## src/rtl/tube_pkg.sv

```systemverilog
// Shared types and constants for the tube display scheduler.
package tube_pkg;

  localparam int DIS_W   = 14;
  localparam int DIS_MAX = 9999;

  typedef logic [DIS_W-1:0] dis_t;
  typedef logic [1:0]       src_t;

  localparam src_t SRC_LIVE = 2'd0;
  localparam src_t SRC_SET  = 2'd1;
  localparam src_t SRC_ERR  = 2'd2;

  typedef enum logic [1:0] {LIVE, SET, ERR} state_t;

  function automatic dis_t clamp(input dis_t v, input dis_t lim);
    return (v > lim) ? lim : v;
  endfunction

endpackage

```

## src/rtl/ms_tick_gen.sv

```systemverilog
// Free-running millisecond prescaler; tick is high for the terminal-count cycle.
module ms_tick_gen #(
  parameter int CLK_PER_MS = 100000
) (
  input  logic clk,
  input  logic rst_n,
  output logic tick
);

  localparam int CW = (CLK_PER_MS > 1) ? $clog2(CLK_PER_MS) : 1;
  typedef logic [CW-1:0] cnt_t;
  localparam cnt_t LAST = cnt_t'(CLK_PER_MS - 1);

  cnt_t cnt;

  assign tick = (cnt == LAST);

  always_ff @(posedge clk) begin
    if (!rst_n)    cnt <= '0;
    else if (tick) cnt <= '0;
    else           cnt <= cnt + cnt_t'(1);
  end

endmodule

```

## src/rtl/tube_disp_ctrl.sv

```systemverilog
// Chooses what the 4-digit tube shows: rate-limited live distance, a held
// threshold setting, or a held error code.
module tube_disp_ctrl
  import tube_pkg::*;
#(
  parameter int CLK_PER_MS  = 100000,
  parameter int UPD_MS      = 250,
  parameter int SET_HOLD_MS = 2000,
  parameter int ERR_HOLD_MS = 1000,
  parameter int MAX_MM      = 4000,
  parameter int ERR_CODE    = 9999
) (
  input  logic             clk,
  input  logic             rst_n,
  input  logic             meas_valid,
  input  logic [DIS_W-1:0] meas_data,
  input  logic             meas_err,
  input  logic             set_valid,
  input  logic [DIS_W-1:0] set_data,
  output logic [DIS_W-1:0] dis_data,
  output logic [1:0]       dis_src,
  output logic             upd_pulse
);

  typedef logic [15:0] tmr_t;

  localparam dis_t MAX_V    = dis_t'(MAX_MM);
  localparam dis_t LIM_V    = dis_t'(DIS_MAX);
  localparam dis_t ERR_V    = dis_t'(ERR_CODE);
  localparam tmr_t UPD_LAST = tmr_t'(UPD_MS - 1);
  localparam tmr_t SET_LAST = tmr_t'(SET_HOLD_MS - 1);
  localparam tmr_t ERR_LAST = tmr_t'(ERR_HOLD_MS - 1);

  logic   tick;
  state_t state;
  logic   pending;
  dis_t   pend_val;
  logic   upd_ok;
  tmr_t   upd_tmr;
  tmr_t   hold_tmr;
  tmr_t   hold_last;
  logic   good_meas;
  logic   bad_meas;

  ms_tick_gen #(.CLK_PER_MS(CLK_PER_MS)) u_tick (
    .clk   (clk),
    .rst_n (rst_n),
    .tick  (tick)
  );

  assign good_meas = meas_valid & ~meas_err;
  assign bad_meas  = meas_valid &  meas_err;
  assign hold_last = (state == ERR) ? ERR_LAST : SET_LAST;

  always_ff @(posedge clk) begin
    if (!rst_n) begin
      state     <= LIVE;
      dis_data  <= '0;
      dis_src   <= SRC_LIVE;
      upd_pulse <= 1'b0;
      pending   <= 1'b0;
      pend_val  <= '0;
      upd_ok    <= 1'b1;
      upd_tmr   <= '0;
      hold_tmr  <= '0;
    end else begin
      upd_pulse <= 1'b0;

      // Rate-limit timer only runs while blocked, so it saturates at UPD_MS.
      if (tick && !upd_ok) begin
        upd_tmr <= upd_tmr + tmr_t'(1);
        if (upd_tmr == UPD_LAST) upd_ok <= 1'b1;
      end

      if (bad_meas) begin
        state     <= ERR;
        dis_data  <= ERR_V;
        dis_src   <= SRC_ERR;
        upd_pulse <= 1'b1;
        hold_tmr  <= '0;
      end else if (set_valid && state != ERR) begin
        state     <= SET;
        dis_data  <= clamp(set_data, LIM_V);
        dis_src   <= SRC_SET;
        upd_pulse <= 1'b1;
        hold_tmr  <= '0;
      end else if (state == LIVE) begin
        if (pending && upd_ok) begin
          dis_data  <= pend_val;
          pending   <= 1'b0;
          upd_pulse <= 1'b1;
          upd_ok    <= 1'b0;
          upd_tmr   <= '0;
        end
      end else if (tick) begin
        if (hold_tmr == hold_last) begin
          // Hold expired: a waiting live value is shown at once, bypassing upd_ok.
          state   <= LIVE;
          dis_src <= SRC_LIVE;
          if (pending) begin
            dis_data  <= pend_val;
            pending   <= 1'b0;
            upd_pulse <= 1'b1;
            upd_ok    <= 1'b0;
            upd_tmr   <= '0;
          end
        end else begin
          hold_tmr <= hold_tmr + tmr_t'(1);
        end
      end

      if (good_meas) begin
        pend_val <= clamp(meas_data, MAX_V);
        pending  <= 1'b1;
      end
    end
  end

endmodule

```

## config.mk

```make
export PLATFORM = sky130hd
export DESIGN_NAME = tube_disp_ctrl
export DESIGN_NICKNAME = d
export VERILOG_FILES = /design/src/rtl/tube_pkg.sv /design/src/rtl/ms_tick_gen.sv /design/src/rtl/tube_disp_ctrl.sv
export SDC_FILE = /design/constraint.sdc
export NUM_CORES = 1
export LEC_CHECK = 0
export ABC_AREA = 1
export BUFFER_PORTS_ARGS = -buffer_cell sky130_fd_sc_hd__buf_2
export CAP_MARGIN = 10
export CORE_MARGIN = 5
export CORE_UTILIZATION = 64
export DETAILED_ROUTE_END_ITERATION = 6
export PLACE_DENSITY_LB_ADDON = 0.25
export SETUP_SLACK_MARGIN = 0.2
export SLEW_MARGIN = 20
export SYNTH_ARGS = -nofsm -noshare
export SYNTH_HDL_FRONTEND = slang
export SYNTH_SLANG_ARGS = --single-unit
```

## constraint.sdc

```tcl
create_clock -name clk -period 3.8 [get_ports clk]
set_clock_uncertainty 0.05 [all_clocks]
set_input_delay 0.76 -clock clk [delete_from_list [all_inputs] [get_ports clk]]
set_output_delay 0.76 -clock clk [all_outputs]
set_load 0.01 [all_outputs]
```

After elaboration in Yosys (flattened, before gate mapping)
Cells that the tools add are included.

Add/sub/neg operators: 3. Multiply operators: 0. Div/mod/pow operators: 0. Order comparisons: 2. Equality and inequality tests: 12. Shift-type cells: 0. Muxes and demuxes: 46. Bitwise operators: 6. Reduce and logical (&&, ||, !) cells: 26.

Operator list (number): 16-bit 2-to-1 mux (8); 14-bit 2-to-1 mux (9); 16-bit by 1-bit adder with 16-bit output, second input constant (2); 1-bit 2-to-1 mux (23); 3-bit nonzero test (7); 17-bit by 1-bit adder with 17-bit output, second input constant (1); 17-bit equality test, second input constant (1); 16-bit by 11-bit equality test with 1-bit output (1); 16-bit by 8-bit equality test with 1-bit output, second input constant (1); 14-bit by 12-bit > comparator with 1-bit output, second input constant (1); 14-bit > comparator, second input constant (1); 4-bit nonzero test (3); 11-bit 2-to-1 mux (1); 2-bit 2-to-1 mux (5); 3-bit AND reduction (3); 2-bit != test, second input constant (4); 4-bit AND reduction (2); 3-bit by 2-bit != test with 1-bit output, second input constant (2); 5-bit AND reduction (1); 4-bit by 3-bit != test with 1-bit output, second input constant (1); 1-bit NOT (4); 2-bit nonzero test (2); 2-bit OR reduction (2); 1-bit logical AND (3); other kinds (6) (7).

Bits in registers: 82. Bits in latches: 0. RAM bits: 0. ROM bits: 0. Input bits: 33. Output and inout port bits: 17. Memories kept: 0.

Longest topological paths before layout
Word-level depth: 9. Gate-level depth with buffers: 13. Gate-level depth less buffers: 12.

Modules after synthesis
From an unflattened synthesis, not the netlist that was laid out.

Cells, all modules: 648. Area total of the unflattened synthesis: 4414.2 µm².

By module, submodules not included: tube_disp_ctrl (instances 1, cells an instance 508, area each 3482.1 µm², seq. area each 1301.2 µm²); ms_tick_gen (instances 1, cells an instance 140, area each 932.1 µm², seq. area each 340.3 µm²).

Least setup slack after synthesis
Ideal clock, no wire load.

Path type: input -> register. Start: in meas_data[2]. End: reg pend_val[3]. Setup time: 0.070 ns. Arrival: 1.658 ns. Data required time: 3.680 ns. Setup slack: 2.023 ns. Cell stages on the path: 7. Buffers on the path: 1. Path through: nor3_1 nand2_1 a21oi_1 o21a_1 clkbuf_1 nand2_1 a21oi_1.

Longest elaborated chain between the ends: 2.

Ends and longest elaborated chain: start, declared (RTL line tube_disp_ctrl.sv:16) `input logic [DIS_W-1:0] meas_data,`; 14-bit by 12-bit > comparator with 1-bit output (RTL line tube_pkg.sv:17) `return (v > lim) ? lim : v;`; 14-bit 2-to-1 mux (RTL line tube_pkg.sv:17); end signal, assigned (RTL line tube_disp_ctrl.sv:113) `pend_val <= clamp(meas_data, MAX_V);`; end, declared (RTL line tube_disp_ctrl.sv:37) `dis_t pend_val;`.

No other way between the ends. A chain may end at the register's enable or synchronous reset.

Final worst setup path
Start: reg state[1]. End: reg hold_tmr[1].

Longest elaborated chain between the ends: 5. Elaborated cells on any way between the ends: 10. Classes of those cells: 3 x eq/ne; 1 x mux; 2 x bitwise; 4 x reduce/logical.

Ends and longest elaborated chain: start, declared (RTL line tube_disp_ctrl.sv:35) `state_t state;`; start signal, assigned (RTL line tube_disp_ctrl.sv:57) `state <= LIVE;`; start signal, assigned (RTL line tube_disp_ctrl.sv:76) `state <= ERR;`; start signal, assigned (RTL line tube_disp_ctrl.sv:82) `state <= SET;`; 2-bit equality test (RTL line tube_disp_ctrl.sv:53) `assign hold_last = (state == ERR) ? ERR_LAST : SET_LAST;`; 11-bit 2-to-1 mux (RTL line tube_disp_ctrl.sv:53); 16-bit by 11-bit equality test with 1-bit output (RTL line tube_disp_ctrl.sv:96) `if (hold_tmr == hold_last) begin`; 1-bit NOT (no source line); 3-bit AND reduction (no source line); end signal, assigned (RTL line tube_disp_ctrl.sv:108) `hold_tmr <= hold_tmr + tmr_t'(1);`; end, declared (RTL line tube_disp_ctrl.sv:40) `tmr_t hold_tmr;`.

Parallel ways exist; a longest one is shown, timed or not.

==> reports/results.txt <==
Run status = finished, final reports clean
Antenna violations before repair = 0
Clock insertion delay at the later pin of the skew report = 340 ps
GR Layer Usage met1 = 29.9%
Area Growth Syn to Fin = 9.87%
Worst reg2reg startpoint = state[1]$_SDFFE_PN0P_
LEAKAGE = 2.06 nW
Worst setup path category = reg2reg
Actual slew at the worst max-slew pin = 758 ps
Fill cell instance count of the final layout = 612
DRC violations left = 0
Vias = 4733
Biggest cell delay along the critical path = 680 ps
Total power per unit cell area = 345 nW/um2
Data arrival time of the worst path = 2290 ps
CP Max Fanout = 11
Via count of the first global-routing pass = 4293
Multi-input logic area = 2700 um2
Yosys top cell area share = 34.7%
H-tree level count = 3
Reg-to-reg critical path endpoint = hold_tmr[1]$_SDFFE_PP0P_
Average detailed-routed wire length per instance = 12.5 um
Total wire length = 10800 um
Depth of the worst register-to-register path = 9
Classification of the worst-slack hold path = reg2reg
Post-Route Setup TNS = 0 ps
Final layout net count = 797
IO Count = 50
Remaining antenna violation count after routing = 0
Cell types with the largest area share after synthesis = sky130_fd_sc_hd__dfxtp_1, sky130_fd_sc_hd__nand2_1, sky130_fd_sc_hd__nor2_1
Area enclosed by the die boundary = 9200 um2
Setup repair after global routing missed its margin = no
Number of DRC violations after detailed-routing iteration 0 = 293
Critical Path RT = 3990 ps
Sequential fraction of the synthesis area = 34.7%
Primary flip-flop cell chosen by synthesis mapping = sky130_fd_sc_hd__dfxtp_1
Count of flip-flops with a built-in enable after synthesis = 0
Final setup violation count = 0
Standard-cell row count = 31
Total clock buffers created by CTS = 9
Half-perimeter wire length after placement = 8080 um
Sequential cell area = 1640 um2
Final slew viol count = 0
Cell accounting for the most synthesized area = sky130_fd_sc_hd__dfxtp_1
Top cells by count, synth = sky130_fd_sc_hd__nand2_1, sky130_fd_sc_hd__nor2_1, sky130_fd_sc_hd__dfxtp_1, sky130_fd_sc_hd__inv_1, sky130_fd_sc_hd__nand3_1
Critical Path End Type = flop
Chip width = 95.9 um
Final setup slack of the worst path = 1700 ps
Hold-fix buffers at CTS = 0
Crit-path cells = inv_2 > nor2_1 > nand3_1 > nand2_2 > nand3_1 > nand2_1 > inv_2 > o21ai_1 > nor2_1
Post-CTS setup buffers = 0
Placeable Area = 7210 um2
Share of flip-flops with an asynchronous set or reset after synthesis = 0%
Met3 track utilization from global routing = 4.14%
First-pass GRT wire length = 18200 um
First-pass DRT Iterations = 7
Aggregate global-route resource usage = 24.2%
Pin count of the biggest net entering global routing = 27
Mean Syn Cell Area = 6.60 um2
Worst slack at placement = 1560 ps
Diode count = 0
Proportion of layout cells with a drive suffix above 1 = 16.4%
Vias per Instance = 5.48
Combined area of all synthesized cells = 4730 um2
Category of the worst setup path launch point = flop
Fraction of the cycle the final worst path needs = 55.2%
Height of the die = 95.9 um
Overall power consumption = 1.79 mW
Final hold vios = 0
Initial Util = 65.5%
Worst-case register-to-register setup slack = 1700 ps
Clock tree from TritonCTS = done
Number of instances in the synthesized netlist = 716
Highest clock frequency the design can meet = 477 MHz
Warning count from the yosys run = 0
# Max-Cap Violations = 0
Critical hold path startpoint = pend_val[13]$_SDFFE_PN0P_
Most frequently used cell type in the post-synthesis netlist = sky130_fd_sc_hd__nand2_1
Number of gates given a new drive strength after cts = 0
Maximum buffer depth of the clock tree = 2
Slowest cell on crit path = sky130_fd_sc_hd__dfxtp_1
Post-Route Utilization = 72.0%
Met2 routing resource usage after global routing = 41.5%
Unique masters post-synth = 42
Net count after synthesis = 753
Overflow after GRT = 0
Post-layout min period = 2100 ps
Peak-usage layer in the global routing report = met2
Port buffer count = 49
Final estimated routing congestion in global placement = 0.886
Seq cells post-synth = 82
Clock sink count = 82
Cell at the root of the clock tree = sky130_fd_sc_hd__clkbuf_8
Number of stages on the worst hold path = 2
Largest voltage drop on the vdd net = 0.000264 V
Worst max-slew margin expressed relative to the limit = 49.4%
Post-CTS clock slew at the launch and capture registers of the worst setup and hold paths = 80 ps
Endpoint of the worst hold path = pend_val[13]$_SDFFE_PN0P_
[logic make-up (layout without fill, tap and decap cells)]
group / after synthesis / count (layout) / share of synthesized area [%]
simple gates: 437 / 437 / 43.4
flops: 82 / 82 / 34.7
xor+xnor: 16 / 16 / 2.96
compound gates: 86 / 86 / 9.69
fa+ha+maj: 4 / 4 / 1.06
buf+inv: 91 / 139 / 8.21
[area by class of cell]
| class | count | share of cell area [%] |
|---|---|---|
| Clock buffer | 13 | 3.25 |
| Timing Repair Buffer | 49 | 4.72 |
| Sequential cell | 82 | 31.6 |
| Clock inverter | 2 | 0.675 |
| Multi-Input combinational cell | 543 | 51.9 |
| Tap cell | 99 | 2.38 |
| Inverter | 75 | 5.42 |
[per-stage QoR]
| stage | cells | area, um2 | hold WS, ps |
|---|---|---|---|
| global route | 863 | 5190 | 418 |
| CTS | 863 | 5190 | 396 |
| global placement | 848 | 4990 | 374 |
| detailed placement | 848 | 4990 | 384 |
| floorplan | 716 | 4730 | 362 |
| finish | 863 | 5190 | 401 |
[power by group]
part           leakage, nW  internal (mW)  switching [mW]  total (mW)
logic                 1.29         0.0794           0.141       0.221
registers            0.668          0.892          0.0220       0.914
clock network        0.106          0.354           0.305       0.659
[state kept, by name, indices dropped and copies added (netlist names)]
| signal | count |
|---|---|
| hold_tmr | 16 |
| state | 2 |
| upd_ok | 1 |
| upd_tmr | 16 |
| pend_val | 14 |
| pending | 1 |
| dis_data | 14 |
| u_tick.cnt | 17 |
| upd_pulse | 1 |
[placed cells by master, fill, tap and decap left out, types with 10 or more instances in the layout]
cell type and count:
sky130_fd_sc_hd__inv_2 14, sky130_fd_sc_hd__clkbuf_8 12, sky130_fd_sc_hd__inv_1 61, sky130_fd_sc_hd__nand2_2 10
sky130_fd_sc_hd__o21ai_0 22, sky130_fd_sc_hd__a21oi_1 43, sky130_fd_sc_hd__nand4_1 25, sky130_fd_sc_hd__xor2_1 13
sky130_fd_sc_hd__nor2_1 120, sky130_fd_sc_hd__o21ai_1 10, sky130_fd_sc_hd__buf_2 49, sky130_fd_sc_hd__nand2_1 166
sky130_fd_sc_hd__dfxtp_1 82, sky130_fd_sc_hd__nor2_2 20, sky130_fd_sc_hd__nand3_1 57
[layer usage]
| metal | up-vias | wire (um) |
|---|---|---|
| met3 | 24 | 662 |
| met4 | 0 | 180 |
| met2 | 169 | 5310 |
| li1 | 2399 | - |
| met5 | - | 0 |
| met1 | 2141 | 4660 |
[worst max path at each step]
stage / from / end / depth (start not counted)
2_1_floorplan: meas_data[2] / pend_val[3]$_SDFFE_PN0P_ / 7
3_3_place_gp: meas_valid / dis_data[0]$_SDFFE_PN0P_ / 9
3_5_place_dp: set_data[5] / dis_data[5]$_SDFFE_PP0P_ / 8
4_1_cts: state[1]$_SDFFE_PN0P_ / dis_src[1] / 1
5_1_grt: state[1]$_SDFFE_PN0P_ / hold_tmr[1]$_SDFFE_PP0P_ / 9
6_report: state[1]$_SDFFE_PN0P_ / hold_tmr[1]$_SDFFE_PP0P_ / 9
[critical path, delay by kind of cell, from the launching register on]
family / cells / cell delay [ps]
AOI/OAI and AO/OA: 1 / 130
buffers and inverters: 2 / 110
DFF: 1 / 680
and+or+nand+nor: 6 / 1020
(Power assumes the default switching activity.)
